`config.mk`:
```
export PLATFORM = sky130hd
export DESIGN_NAME = pool_scheduler
export DESIGN_NICKNAME = d
export VERILOG_FILES = /design/src/rtl/pool_scheduler.sv
export SDC_FILE = /design/constraint.sdc
export NUM_CORES = 1
export LEC_CHECK = 0
export CAP_MARGIN = 10
export CELL_PAD_IN_SITES_DETAIL_PLACEMENT = 1
export CELL_PAD_IN_SITES_GLOBAL_PLACEMENT = 1
export CORE_AREA = 2 2 102 104
export DETAILED_ROUTE_END_ITERATION = 10
export DIE_AREA = 0 0 104 106
export PLACE_DENSITY_LB_ADDON = 0.1
export SLEW_MARGIN = 20
export SYNTH_ARGS = -nofsm -noshare
export SYNTH_HDL_FRONTEND = slang
export SYNTH_SLANG_ARGS = --single-unit
```
`constraint.sdc`:
```
create_clock -name clk_in -period 2.3 [get_ports clk_in]
set_input_delay 0.46 -clock clk_in [delete_from_list [all_inputs] [get_ports clk_in]]
set_output_delay 0.46 -clock clk_in [all_outputs]
set_load 0.01 [all_outputs]
```
`src/rtl/pool_scheduler.sv`:
```
// pool_scheduler: sequences a pool of hasher cores through a job.
// A job load holds the pool in reset for PRIME_CYCLES cycles, then releases it
// into RUN until it reports a nonce (DONE) or RUN_LIMIT cycles elapse
// (EXHAUSTED). All outputs decode registered state/data only.
//
//   state        | meaning
//   -------------+---------------------------------------------------------
//   IDLE      0  | no job; pool held in reset
//   PRIME     1  | job loaded; pool held in reset while config settles
//   RUN       2  | pool released and searching; run counter advancing
//   DONE      3  | pool found a nonce; result latched, pool held in reset
//   EXHAUSTED 4  | RUN_LIMIT cycles spent without success; pool in reset
module pool_scheduler #(
    parameter int          POOL_SIZE_LOG2 = 1,
    parameter int          NONCE_WIDTH    = 32 - POOL_SIZE_LOG2,
    parameter int          PRIME_CYCLES   = 4,
    parameter logic [39:0] RUN_LIMIT      = 40'h01_0000_0000
) (
    input  logic                   clk_in,
    input  logic                   reset_in,
    input  logic                   job_load_in,
    input  logic                   job_abort_in,
    input  logic                   core_success_in,
    input  logic [NONCE_WIDTH-1:0] core_nonce_in,
    output logic                   core_reset_n_out,
    output logic                   ready_out,
    output logic                   exhausted_out,
    output logic [31:0]            result_nonce_out,
    output logic [2:0]             state_out
);

    typedef enum logic [2:0] {
        ST_IDLE      = 3'd0,
        ST_PRIME     = 3'd1,
        ST_RUN       = 3'd2,
        ST_DONE      = 3'd3,
        ST_EXHAUSTED = 3'd4
    } state_t;

    // Prime counter counts down to zero; the cycle it reads zero is the last
    // PRIME cycle, so loading PRIME_CYCLES-1 gives exactly PRIME_CYCLES cycles.
    localparam logic [7:0]  PRIME_LOAD = 8'(PRIME_CYCLES - 1);
    localparam logic [39:0] RUN_LAST   = RUN_LIMIT - 40'd1;
    // Top POOL_SIZE_LOG2 bits of the result identify the device slot and are
    // reported as zero here.
    localparam logic [31:0] NONCE_MASK = 32'hFFFF_FFFF >> POOL_SIZE_LOG2;

    state_t      state_q, state_d;
    logic [7:0]  prime_cnt_q, prime_cnt_d;
    logic [39:0] run_cnt_q, run_cnt_d;
    logic [31:0] result_q, result_d;
    logic [31:0] nonce_ext;

    assign nonce_ext = 32'(core_nonce_in) & NONCE_MASK;

    // State, counters and result register with synchronous reset.
    always_ff @(posedge clk_in) begin
        if (reset_in) begin
            state_q     <= ST_IDLE;
            prime_cnt_q <= '0;
            run_cnt_q   <= '0;
            result_q    <= '0;
        end else begin
            state_q     <= state_d;
            prime_cnt_q <= prime_cnt_d;
            run_cnt_q   <= run_cnt_d;
            result_q    <= result_d;
        end
    end

    // Next-state logic; priority is load, abort, success, then run limit.
    always_comb begin
        state_d     = state_q;
        prime_cnt_d = prime_cnt_q;
        run_cnt_d   = '0;
        result_d    = result_q;

        if (job_load_in) begin
            state_d     = ST_PRIME;
            prime_cnt_d = PRIME_LOAD;
            result_d    = '0;
        end else if (job_abort_in && (state_q != ST_IDLE)) begin
            state_d = ST_IDLE;
        end else begin
            case (state_q)
                ST_PRIME: begin
                    if (prime_cnt_q == 8'd0) begin
                        state_d = ST_RUN;
                    end else begin
                        prime_cnt_d = prime_cnt_q - 8'd1;
                    end
                end
                ST_RUN: begin
                    if (core_success_in) begin
                        state_d  = ST_DONE;
                        result_d = nonce_ext;
                    end else if (run_cnt_q == RUN_LAST) begin
                        state_d = ST_EXHAUSTED;
                    end else begin
                        run_cnt_d = run_cnt_q + 40'd1;
                    end
                end
                ST_IDLE, ST_DONE, ST_EXHAUSTED: begin
                end
                default: begin
                    state_d = ST_IDLE;
                end
            endcase
        end
    end

    assign state_out        = state_q;
    assign core_reset_n_out = (state_q == ST_RUN);
    assign ready_out        = (state_q == ST_DONE);
    assign exhausted_out    = (state_q == ST_EXHAUSTED);
    assign result_nonce_out = result_q;

endmodule
```
After elaboration in Yosys (flattened, before gate mapping). Index checks and enable logic that the tools add are counted. W data, S select, Z words.

Bits in registers: 82. Latch bits: 0. Word-level logic and storage cells: 48. Memories: 0. Input bits: 36. ROM bits: 0. RAM bits: 0.

Bitwise gates (word level): 4. Divide/modulo/power cells: 0. Shift operators: 0. $mul: 0. Equality and inequality tests: 12. $lt $le $gt $ge: 0. $add $sub $neg: 2. Reduce and logical (&&, ||, !) cells: 14. Multiplexer cells: 10.

Operators with widths (number): $add A40 B1 Y40 const B (1); $eq A40 B32 Y1 const B (1); $reduce_and A3 Y1 (5); $mux W3 (3); $pmux W3 S3 (1); $logic_not A8 Y1 (1); $mux W2 (4); $sub A8 B1 Y8 const B (1); $eq A3 B2 Y1 const B (2); $ne A2 B2 Y1 const B (3); $reduce_or A3 Y1 (2); $reduce_or A6 Y1 (1); $ne A5 B3 Y1 const B (1); $ne A4 B4 Y1 const B (1); $not A1 Y1 (4); $eq A3 B1 Y1 const B (1); $eq A3 B3 Y1 const B (1); $logic_not A3 Y1 (1); $ne A3 B2 Y1 const B (1); $ne A3 B3 Y1 const B (1); $reduce_bool A3 Y1 (1); $mux W1 (2); $reduce_bool A2 Y1 (1); $reduce_or A2 Y1 (1); $logic_and A1 B1 Y1 (1).

Depth between registers and ports, before layout.
Depth after elaboration: 6. Gate-level depth with buffers: 8. Depth with buffers taken out: 6.

Worst setup path before layout. No wires, ideal clock.

Path type: register to register. Start: register run_cnt_q[0]. End: register run_cnt_q[25]. Arrival time: 1.952 ns. Path buffers: 2. Clock period less this slack: 2.066 ns. Setup slack: 0.234 ns. Required time: 2.185 ns. Stages on the path, launching flop included: 9. Library setup time: 0.115 ns. Path through: dfxtp_1 ha_1 nand4_4 or4_4 nor3_4 a21o_1 buf_4 buf_4 nor2_1.

Longest elaborated chain between the ends: 2. Elaborated cells on any way between the ends: 3. Those cells by class: 1 x add/sub; 1 x eq/ne; 1 x reduce/logical.

RTL lines: start: declaration (line 50) `logic [39:0] run_cnt_q, run_cnt_d;`; start signal: assignment (line 66) `run_cnt_q <= run_cnt_d;`; branches (longest 2 deep; another with $add A40 B1 Y40).

Parallel ways; which one is timed is not known. A chain may end at the register's enable or synchronous reset.

Final worst setup path.
Start: register state_q[1] (netlist: state_out[1]). End: output core_reset_n_out.

Longest elaborated chain between the ends: 1.

RTL lines: start: declaration (line 48) `state_t state_q, state_d;`; start signal: assignment (line 64) `state_q <= state_d;`; $eq A3 B2 Y1 (line 113) `assign core_reset_n_out = (state_q == ST_RUN);`; end: declaration (line 25) `output logic core_reset_n_out,`.

Every way passes these cells.

==> flow_metrics.env <==
export IMPL_gr_total_overflow=0
export IMPL_setup_violations_final=0
export IMPL_synth_top_cell_area_share_pct=45.0
export IMPL_cp_end_kind="output pin"
export IMPL_cts_tree="done"
export IMPL_track_usage_pct=18.0
export IMPL_antenna_found_initial=0
export IMPL_grt_max_degree=38
export IMPL_die_area_um2=11000
export IMPL_synth_async_sr_flop_share_pct=0
export IMPL_p_seq_share_pct=55.7
export IMPL_maxSlewViolCount=0
export IMPL_nets=541
export IMPL_cts_sinks=82
export IMPL_cts_buffers=9
export IMPL_ys_warn_count=0
export IMPL_num_rows=37
export IMPL_clk_latency_ns=0.37
export IMPL_period_needed_ns=2.19
export IMPL_postSynthCellCount=423
export IMPL_syn_avg_cell_area_um2=8.63
export IMPL_swShare_pct=23.9
export IMPL_synth_cell_types=43
export IMPL_fin_crit_sh_pct=95.1
export IMPL_coreArea_um2=10000
export IMPL_stdcell_area_um2=4790
export IMPL_die_w_um=104
export IMPL_hold_viol=0
export IMPL_fin_hold_ws_ns=0.458
export IMPL_crit_fanout=7
export IMPL_drc=0
export IMPL_routedWlPerCell_um=14.6
export IMPL_synth_yosys_seq_area_share_pct=45.0
export IMPL_num_io_pins=74
export IMPL_clk_path_buf_depth=2
export IMPL_root_buffer="clkbuf_8"
export IMPL_cp_start_kind="flip-flop"
export IMPL_switchingPower_uw=614
export IMPL_netlist_area_um2=3650
export IMPL_ys_ff_latch=82
export IMPL_clock_skew_ns=0.0123
export IMPL_drive_gt1_share_pct=12.4
export IMPL_cp_required_ns=1.84
export IMPL_viasPerCell=4.95
export IMPL_yosys_area_top_type="dfxtp_1"
export IMPL_clk_pin_slew_ns=0.09
export IMPL_p_leak_nw=1.47
export IMPL_cts_max_level=3
export IMPL_crit_type="reg -> out"
export IMPL_syn_nets=462
export IMPL_p_per_area_nw_per_um2=536
export IMPL_clkPwrFrac_pct=39.3
export IMPL_cap_violations=0
export IMPL_num_vias=3183
export IMPL_die_y_um=106
export IMPL_synth_most_common_cell="dfxtp_1"
export IMPL_holdBufCountCts=0
export IMPL_worst_ir_drop_vdd_v=0.000296
export IMPL_start_util_pct=36.5
export IMPL_min_path_type="reg -> reg"
export IMPL_postRouteWirelength_mm=9.42
export IMPL_area_delta_synth_final_pct=31.3
export IMPL_run_status="finished clean"
export IMPL_yosys_top_cells_area="dfxtp_1, nand2_1, xnor2_1"
export IMPL_grt_pass1_wl_mm=15.9
export IMPL_rsz0062_at_grt="no"
export IMPL_grt_pass1_vias=3311
export IMPL_portBuffers=72
export IMPL_power_frac_comb_pct=5.0
export IMPL_fmax_mhz=457
export IMPL_netlist_top_cells_count="dfxtp_1, nand2_1, nor2_1, a21oi_1, xnor2_1"
export IMPL_p_int_mw=1.96
export IMPL_ant_nets=0
export IMPL_critPathArrivalTime_ns=1.73
export IMPL_synth_edf_count=0
export IMPL_place_area_um2=4600
export IMPL_drt_pass1_iter_count=4
export IMPL_yosys_most_used_dff="dfxtp_1"
export IMPL_dp_hpwl_mm=6.62
export IMPL_diodes=0
export IMPL_first_iter_violations=68
export IMPL_gp_congestion=0.742
power by group through the flow:
stage | combinational [mW] | clock (mW) | sequential [mW]
6_report | 0.128 | 1.01 | 1.43
5_1_grt | 0.139 | 1.10 | 1.43
4_1_cts | 0.129 | 1.06 | 1.43
3_5_place_dp | 0.128 | 0 | 1.47
3_3_place_gp | 0.126 | 0 | 1.47
2_1_floorplan | 0.0437 | 0 | 1.46
worst max-delay path, stage by stage, from the launching register on:
cell and delay (ns):
dfxtp_1 0.48, nor3b_1 0.28, clkdlybuf4s50_1 0.61
layer usage:
layer / routed length [µm] / GRT usage, %
met5: 0 / 0
met1: 4150 / 20.8
met2: 4470 / 29.6
met4: 153 / 8.11
met3: 650 / 6.87
sequential cells by signal, indices dropped and copies added (netlist names):
signal / cells
result_nonce_out: 31
state_out: 3
run_cnt_q: 40
prime_cnt_q: 8
cell families after synthesis:
kind of cell | synth area share (%)
AOI/OAI and AO/OA | 7.13
other | 0.103
muxes | 0.274
adders and majority gates | 1.03
buffers and inverters | 4.15
DFF | 45.0
xor gates and xnor gates | 10.1
and+or+nand+nor | 32.3
layout by cell type, fill, tap and decap left out, drive strengths merged, types with 2 or more instances in the layout:
master | Yosys | layout
nor2 | 55 | 55
clkbuf | 13 | 11
nor3 | 17 | 17
a31oi | 2 | 2
xor2 | 11 | 11
and4 | 5 | 5
inv | 10 | 11
nor4 | 17 | 17
nand4 | 10 | 10
nand3b | 2 | 2
ha | 3 | 3
xnor2 | 31 | 31
a21oi | 36 | 36
dfxtp | 82 | 82
clkdlybuf4s50 | 0 | 72
or4 | 5 | 5
buf | 8 | 17
nand2 | 78 | 78
nor3b | 3 | 3
clkinv | 0 | 4
and3 | 4 | 4
nand3 | 18 | 18
per-stage QoR:
step           setup WS (ns)  setup TNS (ns)  instances  util (%)  total power [mW]
2_1_floorplan          0.234               0        423         -              1.51
3_3_place_gp          0.0198               0        627      46.0              1.59
3_5_place_dp        -0.00955        -0.00955        627      46.0              1.59
4_1_cts              0.00548               0        643      47.9              2.62
5_1_grt              0.00279               0        643      47.9              2.67
6_report               0.113               0        643      47.9              2.57
layout make-up:
type | instances | area (µm²)
clock buffer | 11 | 151
clock inverter | 5 | 36.3
fill | 1203 | 5200
inverter | 10 | 37.5
multi-input combinational | 310 | 1870
sequential | 82 | 1640
tap | 136 | 170
timing repair buffer | 89 | 886
repair_timing:
item	CTS	global route
resized for setup	0	2
setup buffers	0	0
setup endpoints to repair	0	2
path summary, 6_finish.rpt:
check | start | endpoint | slack (ns) | cells past startpoint
setup / recovery | state_out[1] | core_reset_n_out | 0.11 | 2
hold reg to reg | result_nonce_out[9] | result_nonce_out[9] | 0.46 | 2
setup reg to reg | run_cnt_q[0] | run_cnt_q[20] | 0.12 | 7
hold / removal | result_nonce_out[9] | result_nonce_out[9] | 0.46 | 2
Note: power is estimated with default switching activity, not from simulation.
